`src/rtl/led_pkg.sv`:
```
// Shared widths and grant encoding for the LED channel memory path.
package led_pkg;

   localparam int LED_ADDR_W       = 13;
   localparam int LED_DATA_W       = 8;
   localparam int CHANNELS_PER_LED = 3;

   typedef enum logic [1:0] {
      GNT_NONE,
      GNT_RD,
      GNT_WR0,
      GNT_WR1
   } grant_t;

endpackage

```
`src/rtl/rr_arb2.sv`:
```
// Two-requester round-robin picker. The pointer names the preferred requester
// and flips to the other one after every grant.
module rr_arb2 (
   input  logic       clk_16mhz,
   input  logic       rst,
   input  logic [1:0] req,
   input  logic       en,
   output logic [1:0] gnt
);

   logic rr_ptr_q;
   logic rr_ptr_d;

   always_comb begin
      gnt      = 2'b00;
      rr_ptr_d = rr_ptr_q;
      if (en) begin
         if (req[rr_ptr_q]) begin
            gnt[rr_ptr_q] = 1'b1;
         end else if (req[!rr_ptr_q]) begin
            gnt[!rr_ptr_q] = 1'b1;
         end
      end
      if (gnt[0]) begin
         rr_ptr_d = 1'b1;
      end else if (gnt[1]) begin
         rr_ptr_d = 1'b0;
      end
   end

   always_ff @(posedge clk_16mhz) begin
      if (rst) begin
         rr_ptr_q <= 1'b0;
      end else begin
         rr_ptr_q <= rr_ptr_d;
      end
   end

endmodule

```
`src/rtl/led_mem_arbiter.sv`:
```
// Arbitrates one read client and two write clients onto the single-port LED
// channel RAM: reads first, bounded write starvation, round-robin writers.
module led_mem_arbiter
   import led_pkg::*;
#(
   parameter int NUM_LEDS     = 3,
   parameter int NUM_CHANNELS = NUM_LEDS * CHANNELS_PER_LED,
   parameter int ADDR_W       = LED_ADDR_W,
   parameter int STARVE_LIMIT = 8
) (
   input  logic                  clk_16mhz,
   input  logic                  rst,
   input  logic                  rd_valid,
   output logic                  rd_ready,
   input  logic [ADDR_W-1:0]     rd_addr,
   output logic                  rd_data_valid,
   output logic [LED_DATA_W-1:0] rd_data,
   input  logic [1:0]            wr_valid,
   output logic [1:0]            wr_ready,
   input  logic [ADDR_W-1:0]     wr_addr0,
   input  logic [ADDR_W-1:0]     wr_addr1,
   input  logic [LED_DATA_W-1:0] wr_data0,
   input  logic [LED_DATA_W-1:0] wr_data1,
   output logic [ADDR_W-1:0]     ram_addr,
   output logic                  ram_we,
   output logic [LED_DATA_W-1:0] ram_wdata,
   input  logic [LED_DATA_W-1:0] ram_rdata,
   output logic                  starve_evt
);

   localparam int                CNT_W   = $clog2(STARVE_LIMIT + 1);
   localparam logic [CNT_W-1:0]  LIMIT_C = CNT_W'(STARVE_LIMIT);
   localparam logic [ADDR_W-1:0] DEPTH_C = ADDR_W'(NUM_CHANNELS);

   logic [CNT_W-1:0]  starve_cnt_q, starve_cnt_d;
   logic [ADDR_W-1:0] addr_q;
   logic              rd_pend_q, rd_pend_d;
   logic              oor_q, oor_d;

   logic       any_wr;
   logic       force_wr;
   logic       rd_win;
   logic       arb_en;
   logic [1:0] wr_gnt;
   grant_t     grant;

   assign any_wr   = |wr_valid;
   assign force_wr = (starve_cnt_q == LIMIT_C) && any_wr;
   assign rd_win   = !rst && rd_valid && !force_wr;
   assign arb_en   = !rst && !rd_win;

   rr_arb2 u_rr_arb2 (
      .clk_16mhz (clk_16mhz),
      .rst       (rst),
      .req       (wr_valid),
      .en        (arb_en),
      .gnt       (wr_gnt)
   );

   always_comb begin
      grant = GNT_NONE;
      if (rd_win) begin
         grant = GNT_RD;
      end else if (wr_gnt[0]) begin
         grant = GNT_WR0;
      end else if (wr_gnt[1]) begin
         grant = GNT_WR1;
      end
   end

   assign rd_ready   = (grant == GNT_RD);
   assign wr_ready   = wr_gnt;
   assign starve_evt = force_wr && (wr_gnt != 2'b00);

   // Out-of-range writes are still handshaken but never reach the RAM.
   always_comb begin
      ram_addr  = addr_q;
      ram_wdata = wr_data0;
      ram_we    = 1'b0;
      case (grant)
         GNT_RD: begin
            ram_addr = rd_addr;
         end
         GNT_WR0: begin
            ram_addr  = wr_addr0;
            ram_wdata = wr_data0;
            ram_we    = (wr_addr0 < DEPTH_C);
         end
         GNT_WR1: begin
            ram_addr  = wr_addr1;
            ram_wdata = wr_data1;
            ram_we    = (wr_addr1 < DEPTH_C);
         end
         default: begin
         end
      endcase
   end

   always_comb begin
      starve_cnt_d = starve_cnt_q;
      if ((wr_gnt != 2'b00) || !any_wr) begin
         starve_cnt_d = '0;
      end else if (rd_win && (starve_cnt_q != LIMIT_C)) begin
         starve_cnt_d = starve_cnt_q + CNT_W'(1);
      end
   end

   assign rd_pend_d = rd_win;
   assign oor_d     = rd_win && (rd_addr >= DEPTH_C);

   always_ff @(posedge clk_16mhz) begin
      if (rst) begin
         starve_cnt_q <= '0;
         addr_q       <= '0;
         rd_pend_q    <= 1'b0;
         oor_q        <= 1'b0;
      end else begin
         starve_cnt_q <= starve_cnt_d;
         addr_q       <= ram_addr;
         rd_pend_q    <= rd_pend_d;
         oor_q        <= oor_d;
      end
   end

   // Gating with rst drops a read whose data would land in a reset cycle.
   assign rd_data_valid = rd_pend_q && !rst;
   assign rd_data       = (rd_data_valid && !oor_q) ? ram_rdata : '0;

endmodule

```
`config.mk`:
```
export PLATFORM = sky130hd
export DESIGN_NAME = led_mem_arbiter
export DESIGN_NICKNAME = d
export VERILOG_FILES = /design/src/rtl/led_pkg.sv /design/src/rtl/rr_arb2.sv /design/src/rtl/led_mem_arbiter.sv
export SDC_FILE = /design/constraint.sdc
export NUM_CORES = 1
export LEC_CHECK = 0
export ABC_AREA = 1
export BUFFER_PORTS_ARGS = -buffer_cell sky130_fd_sc_hd__buf_2
export CAP_MARGIN = 20
export CORE_AREA = 2 2 67 69
export DETAILED_ROUTE_END_ITERATION = 8
export DIE_AREA = 0 0 69 71
export GPL_TIMING_DRIVEN = 0
export MAX_ROUTING_LAYER = met4
export PLACE_DENSITY = 0.83
export SYNTH_ARGS = -nofsm -noshare
export SYNTH_HDL_FRONTEND = slang
export SYNTH_SLANG_ARGS = --single-unit
```
`constraint.sdc`:
```
create_clock -name clk_16mhz -period 1.7 [get_ports clk_16mhz]
set_clock_uncertainty 0.15 [all_clocks]
set_input_delay 0.085 -clock clk_16mhz [delete_from_list [all_inputs] [get_ports clk_16mhz]]
set_output_delay 0.085 -clock clk_16mhz [all_outputs]
set_load 0.1 [all_outputs]
```
# Word-level counts from Yosys, hierarchy flattened
# Cells that the tools add are included.
# classes
n_addsub,1
n_lt_le_gt_ge,7
eq_ne,5
n_mux,20
n_reduce_logical,21
# ops
cell,count
one-hot mux 13 bit (3 select lines),1
"< comparator 13 x 4 -> 1 bit, second input constant",2
2-to-1 mux 8 bit,2
"greater-or-equal comparator 13 x 4 -> 1 bit, second input constant",1
2-to-1 mux 2 bit,6
logical AND 1 bit,11
2-to-1 mux 1 bit,8
zero test 1 bit,6
"adder 4 x 1 -> 4 bit, second input constant",1
"== test 2 bit, second input constant",2
"== test 4 bit, second input constant",1
"< comparator 1 x 2 -> 1 bit, second input constant",2
"!= test 4 bit, second input constant",1
OR reduction 2 bit,2
demux 1 bit (select 1 bit),2
"== test 2 x 1 -> 1 bit, second input constant",1
"greater-or-equal comparator 1 bit, second input constant",2
one-hot mux 1 bit (2 select lines),1
nonzero test 2 bit,1
logical OR 1 bit,1
# word_totals
regBits,20
in_bits,68
output_inout_bits,35
elab_cells,59

# Longest topological paths before layout
# logic_depth
ltp_word,13
ltp_mapped,12
depth_no_buf,11

# Hierarchy
# Synthesis repeated with hierarchy kept, for this count alone.
# hier_totals
cells_unflattened,273
hier_area_um2,1742.9
# by_module_without_submodules
module,n_inst,cells_per_inst,area_per_inst_um2,seq_area_each_um2
led_mem_arbiter,1,261,1669.1,380.4
rr_arb2,1,12,73.8,20.0

# Worst setup path after synthesis
# OpenSTA, ideal clock, no wires.
# synth_timing
kind,register -> output
from,register rd_pend_q
to,output port rd_data[0]
t_arrival_ps,3408
required_ps,1465
path_slack_ps,-1943
path_stages_with_launch,5
n_path_buf,0
cell_sequence,dfxtp_1 -> inv_1 -> nor2_1 -> nand2_1 -> nor2_1
# synth_between
elab_chain_cells,3
# synth_rtl
item,line,rtl
from (decl),led_mem_arbiter.sv:37,"logic rd_pend_q, rd_pend_d;"
from (signal assigned),led_mem_arbiter.sv:120,rd_pend_q <= rd_pend_d;
logical AND 1 bit,led_mem_arbiter.sv:126,assign rd_data_valid = rd_pend_q && !rst;
via rd_data_valid,led_mem_arbiter.sv:16,"output logic rd_data_valid,"
logical AND 1 bit,led_mem_arbiter.sv:127,assign rd_data = (rd_data_valid && !oor_q) ? ram_rdata : '0;
2-to-1 mux 8 bit,led_mem_arbiter.sv:127,
to (decl),led_mem_arbiter.sv:17,"output logic [LED_DATA_W-1:0] rd_data,"
# The timed path passes the listed nets, and every way through them passes these cells.

# Worst setup path in the final report
# layout_timing
from,register u_rr_arb2.rr_ptr_q
to,output port ram_addr[8]
# layout_between
elab_chain_cells,13
word_cells_on_any_way,25
classes_between,order compare: 4; eq/ne: 3; mux: 15; reduce/logical: 3
# layout_rtl
item,line,rtl
from (decl),rr_arb2.sv:11,logic rr_ptr_q;
from (signal assigned),rr_arb2.sv:35,rr_ptr_q <= rr_ptr_d;
zero test 1 bit,rr_arb2.sv:21,gnt[!rr_ptr_q] = 1'b1;
< comparator 1 x 2 -> 1 bit (implied by the code) / greater-or-equal comparator 1 bit (equally long branches),rr_arb2.sv:21,
logical AND 1 bit (implied by the code),rr_arb2.sv:21,
2-to-1 mux 1 bit (implied by the code),rr_arb2.sv:21,
demux 1 bit (select 1 bit),-,
2-to-1 mux 2 bit,rr_arb2.sv:20,end else if (req[!rr_ptr_q]) begin
2-to-1 mux 2 bit *,rr_arb2.sv:18,if (req[rr_ptr_q]) begin
2-to-1 mux 2 bit *,rr_arb2.sv:17,if (en) begin
2-to-1 mux 2 bit,led_mem_arbiter.sv:66,end else if (wr_gnt[1]) begin
2-to-1 mux 2 bit *,led_mem_arbiter.sv:64,end else if (wr_gnt[0]) begin
2-to-1 mux 2 bit *,led_mem_arbiter.sv:62,if (rd_win) begin
== test 2 bit / == test 2 x 1 -> 1 bit (equally long branches),led_mem_arbiter.sv:80,case (grant)
one-hot mux 13 bit (3 select lines) *,led_mem_arbiter.sv:80,
to (decl),led_mem_arbiter.sv:24,"output logic [ADDR_W-1:0] ram_addr,"
# Mark *: on every way between the ends. The rest lies on a longest branch, timed or not. The select of a mux whose other input is x is not followed.

==> Implementation_results.wiki <==
{| class="wikitable"
! Metric !! Value
|-
| Result of the run || finished, violations left
|-
| Violations in the final reports || negative setup slack
|-
| Slew at the pin closest to its max-slew limit || 0.643 ns
|-
| First-pass GRT wire length || 10.3 mm
|-
| Cell type contributing the most total cell area after synthesis || sky130_fd_sc_hd__dfxtp_1
|-
| Clock tree from TritonCTS || done
|-
| Final non-filler cell total || 437
|-
| Routed length per placed instance || 16.7 um
|-
| Number of global-route vias before repair || 2327
|-
| Unrepaired setup endpoints after global routing || yes
|-
| Num CTS Buffers || 3
|-
| Critical path endpoint category || output port
|-
| Kind of critical path || register to output port
|-
| Signed area change from the synthesized netlist to the final layout || 134%
|-
| Number of enable-type register cells in the synthesized netlist || 0
|-
| Residual antenna-violating net count after detailed routing || 0
|-
| Number of standard cells after synthesis || 258
|-
| Number of synthesized register bits || 20
|-
| Drt pass-1 iters || 4
|-
| Net switching component of the power || 1.08 mW
|-
| Vertical die dimension || 71 um
|-
| Buffer depth of the longest clock path || 2
|-
| Maximum number of pins on one net before global-route repair || 12
|-
| Area of the mapped netlist || 0.00149 mm2
|-
| Static Leak || 1.63 nW
|-
| DR iter-0 viols || 148
|-
| Minimum setup slack in the final design || -0.581 ns
|-
| Yosys warning count || 0
|-
| Final instance area || 0.00348 mm2
|-
| Required arrival time at the worst endpoint || 1.46 ns
|-
| Share of the synthesized area in the top cell type || 26.9%
|-
| Combinational family with the most area after synthesis || simple AND/OR/NAND/NOR gates
|-
| Dominant cell by count in the synthesized netlist || sky130_fd_sc_hd__nand2_1
|-
| DRC || 0
|-
| Maximum Capacitance Violations || 0
|-
| CP startpoint kind || register
|-
| Most used DFF post-synth || sky130_fd_sc_hd__dfxtp_1
|-
| Core region area || 0.00420 mm2
|-
| Max-slew headroom at the worst pin || 57.1%
|-
| Int Pwr || 1.20 mW
|-
| Post-Synth Simple-Gate Area || 47.0%
|-
| Post-synthesis share of cell area spent on full adders, half adders and majority gates || 1.68%
|-
| Post-synth cell types || 27
|-
| Antenna Diode Count || 0
|-
| FP Rows || 24
|-
| Final hold violation count || 0
|-
| Kind of cell adding the most delay to the critical path || simple AND/OR/NAND/NOR gates
|-
| Worst EP arrival || 2.05 ns
|-
| Most frequent cell on the critical path || sky130_fd_sc_hd__nor2_1
|-
| Placer congestion estimate || 0.929
|-
| Post-Syn Area per Cell || 5.77 um2
|-
| Global route total overflow || 0
|-
| Min-delay worst type || input port to register
|-
| Total routed wirelength || 7.30 mm
|-
| Portion of total power attributed to combinational logic || 60.3%
|-
| Clock-pin slew on the worst setup and hold paths || 0.08 ns
|-
| Xor and xnor area share after synthesis || 1.18%
|-
| Number of nets at the end of the flow || 456
|-
| Post-DP HPWL || 4.25 mm
|-
| Initial Util || 35.4%
|-
| Async S/R FF share, synth || 0%
|-
| Horizontal die dimension || 69 um
|-
| Clock latency reported for the late side of the worst-skew pair || 0.27 ns
|-
| Final setup vio count || 43
|-
| Share of total power in sequential cells || 22.7%
|-
| Cell area after placement || 0.00248 mm2
|-
| Worst path bufs/invs || 2
|-
| Compound-Gate Fraction of Synth Area || 8.49%
|-
| Sum of negative setup slack || -15.36 ns
|-
| Initial antenna violation count || 0
|-
| IO buf count || 101
|-
| Number of placed cells counting well taps || 411
|-
| Fraction of power spent switching nets || 47.5%
|-
| Crit path largest cell delay || 0.39 ns
|-
| Post-detailed-route via-to-cell ratio || 5.53
|-
| Top cells by count, synth || sky130_fd_sc_hd__nand2_1, sky130_fd_sc_hd__nor2_1, sky130_fd_sc_hd__inv_1
|-
| Ports || 103
|-
| Clock sinks || 20
|-
| Sequential element share of the synthesized area || 26.9%
|-
| Number of nets in the synthesized netlist || 328
|-
| Fraction of layout cells with a size suffix above 1 || 62.6%
|-
| Deepest level of the CTS H-tree || 1
|-
| Area of the die || 0.00490 mm2
|-
| Setup slack at placement || -0.513 ns
|-
| Areal power density over the cells || 656 mW/mm2
|-
| Share of the clock period used by the worst path after layout || 134%
|-
| Routed vias || 2415
|-
| Share of total power in the clock network || 17.0%
|-
| Peak ir drop on the vdd network || 0.000430 V
|-
| Global Route Usage Sum || 26.7%
|-
| Proportion of synthesized area in mux cells || 0%
|-
| Final min period || 2.28 ns
|-
| Crit path cell chain || nor2_1, nor2_1, buf_2, nand4_1, nand2_1, nor2_2, nand2_4, buf_12
|-
| Largest fanout on the critical path || 10
|-
| Final number of max-transition violations || 0
|-
| F_max || 0.438 GHz
|-
| Total design power || 2.29 mW
|-
| Root cell of the clock tree || sky130_fd_sc_hd__clkbuf_8
|-
| Cells taking the most area after synthesis || sky130_fd_sc_hd__dfxtp_1, sky130_fd_sc_hd__nand2_1, sky130_fd_sc_hd__nor2_1
|-
| Slowest stage cell on the critical path || sky130_fd_sc_hd__dfxtp_1
|}
logic make-up (layout without fill, tap and decap cells):
logic type | after synthesis | in the layout
AOI/OAI and AO/OA | 22 | 22
xor gates and xnor gates | 2 | 2
adders and majority gates | 2 | 2
buffers and inverters | 49 | 176
DFF | 20 | 20
and+or+nand+nor | 163 | 163
metal layers:
layer | routed length, um | global-route usage [%]
met1 | 2520 | 29.2
met5 | 0 | -
met3 | 606 | 3.28
met4 | 325 | 12.6
met2 | 3850 | 48.2
power by group through the flow:
stage,sequential [mW],clock (mW),combinational (mW)
2_1_floorplan,0.518,0,0.802
3_3_place_gp,0.520,0,0.983
3_5_place_dp,0.521,0,0.992
4_1_cts,0.512,0.380,1.26
5_1_grt,0.521,0.406,1.42
6_report,0.519,0.389,1.38
flip-flops by register name (all words and copies together), names as in the netlist:
register and flops:
addr_q 13, starve_cnt_q 4, oor_q 1, rd_pend_q 1, u_rr_arb2.rr_ptr_q 1
per-stage QoR:
stage / hold WS (ns) / util, %
6_report: 0.0372 / 82.9
3_5_place_dp: 0.250 / 59.0
5_1_grt: 0.0623 / 82.9
4_1_cts: 0.00476 / 76.0
3_3_place_gp: 0.258 / 59.0
2_1_floorplan: 0.116 / -
cells in the final DEF, fill, tap and decap left out, types with 3 or more instances in the layout:
cell type / netlist / layout
sky130_fd_sc_hd__buf_2: 4 / 70
sky130_fd_sc_hd__nand2_1: 72 / 35
sky130_fd_sc_hd__inv_1: 33 / 29
sky130_fd_sc_hd__buf_12: 0 / 26
sky130_fd_sc_hd__nor2_4: 0 / 23
sky130_fd_sc_hd__nand2_4: 0 / 21
sky130_fd_sc_hd__dfxtp_1: 20 / 17
sky130_fd_sc_hd__nand4_1: 16 / 16
sky130_fd_sc_hd__nor2_1: 46 / 14
sky130_fd_sc_hd__buf_4: 6 / 12
sky130_fd_sc_hd__buf_6: 1 / 11
sky130_fd_sc_hd__nor2_2: 1 / 10
sky130_fd_sc_hd__a21oi_1: 16 / 10
sky130_fd_sc_hd__nand3_4: 0 / 9
sky130_fd_sc_hd__nand2_8: 0 / 9
sky130_fd_sc_hd__nand2_2: 1 / 8
sky130_fd_sc_hd__clkbuf_4: 0 / 8
sky130_fd_sc_hd__nand3_1: 19 / 7
sky130_fd_sc_hd__inv_2: 4 / 6
sky130_fd_sc_hd__a21oi_2: 0 / 6
sky130_fd_sc_hd__nand3_2: 1 / 4
sky130_fd_sc_hd__buf_8: 0 / 4
sky130_fd_sc_hd__nor3_1: 4 / 4
sky130_fd_sc_hd__clkbuf_8: 0 / 4
sky130_fd_sc_hd__dfxtp_2: 0 / 3
layout make-up:
type | count | area [um2]
Buffer | 11 | 115
Clock buffer | 4 | 55.1
Fill cell | 229 | 721
Inverter | 37 | 154
Multi-Input combinational cell | 189 | 1570
Sequential cell | 20 | 404
Tap cell | 52 | 65.1
Timing Repair Buffer | 123 | 1110
Timing Repair inverter | 1 | 8.76
worst paths after layout:
check                           slack (ns)                       startpoint  cells after the start                         endpoint
worst max-delay path                 -0.58  u_rr_arb2.rr_ptr_q$_SDFFE_PP0P_                      8                      ram_addr[8]
worst min-delay path                  0.04                       rd_addr[7]                      5                 oor_q$_SDFF_PP0_
worst max register to register       -0.28  u_rr_arb2.rr_ptr_q$_SDFFE_PP0P_                      8            addr_q[12]$_SDFF_PP0_
worst min register to register        0.34  u_rr_arb2.rr_ptr_q$_SDFFE_PP0P_                      2  u_rr_arb2.rr_ptr_q$_SDFFE_PP0P_
worst register-to-register path: cells and delay by family, from the launching register on:
kind            cells  cell delay (ns)
compound gates      1             0.11
flops               1             0.39
buf+inv             2             0.42
simple gates        5             0.84
repair_timing:
action                     CTS  global route
setup endpoints to repair   39            53
setup buffers                9             7
hold endpoints to repair     4             0
pin swaps                    7             6
hold buffers                 3             0
resized for setup          145            58
cloned                       5             0
Note: power is estimated with default switching activity, not from simulation.
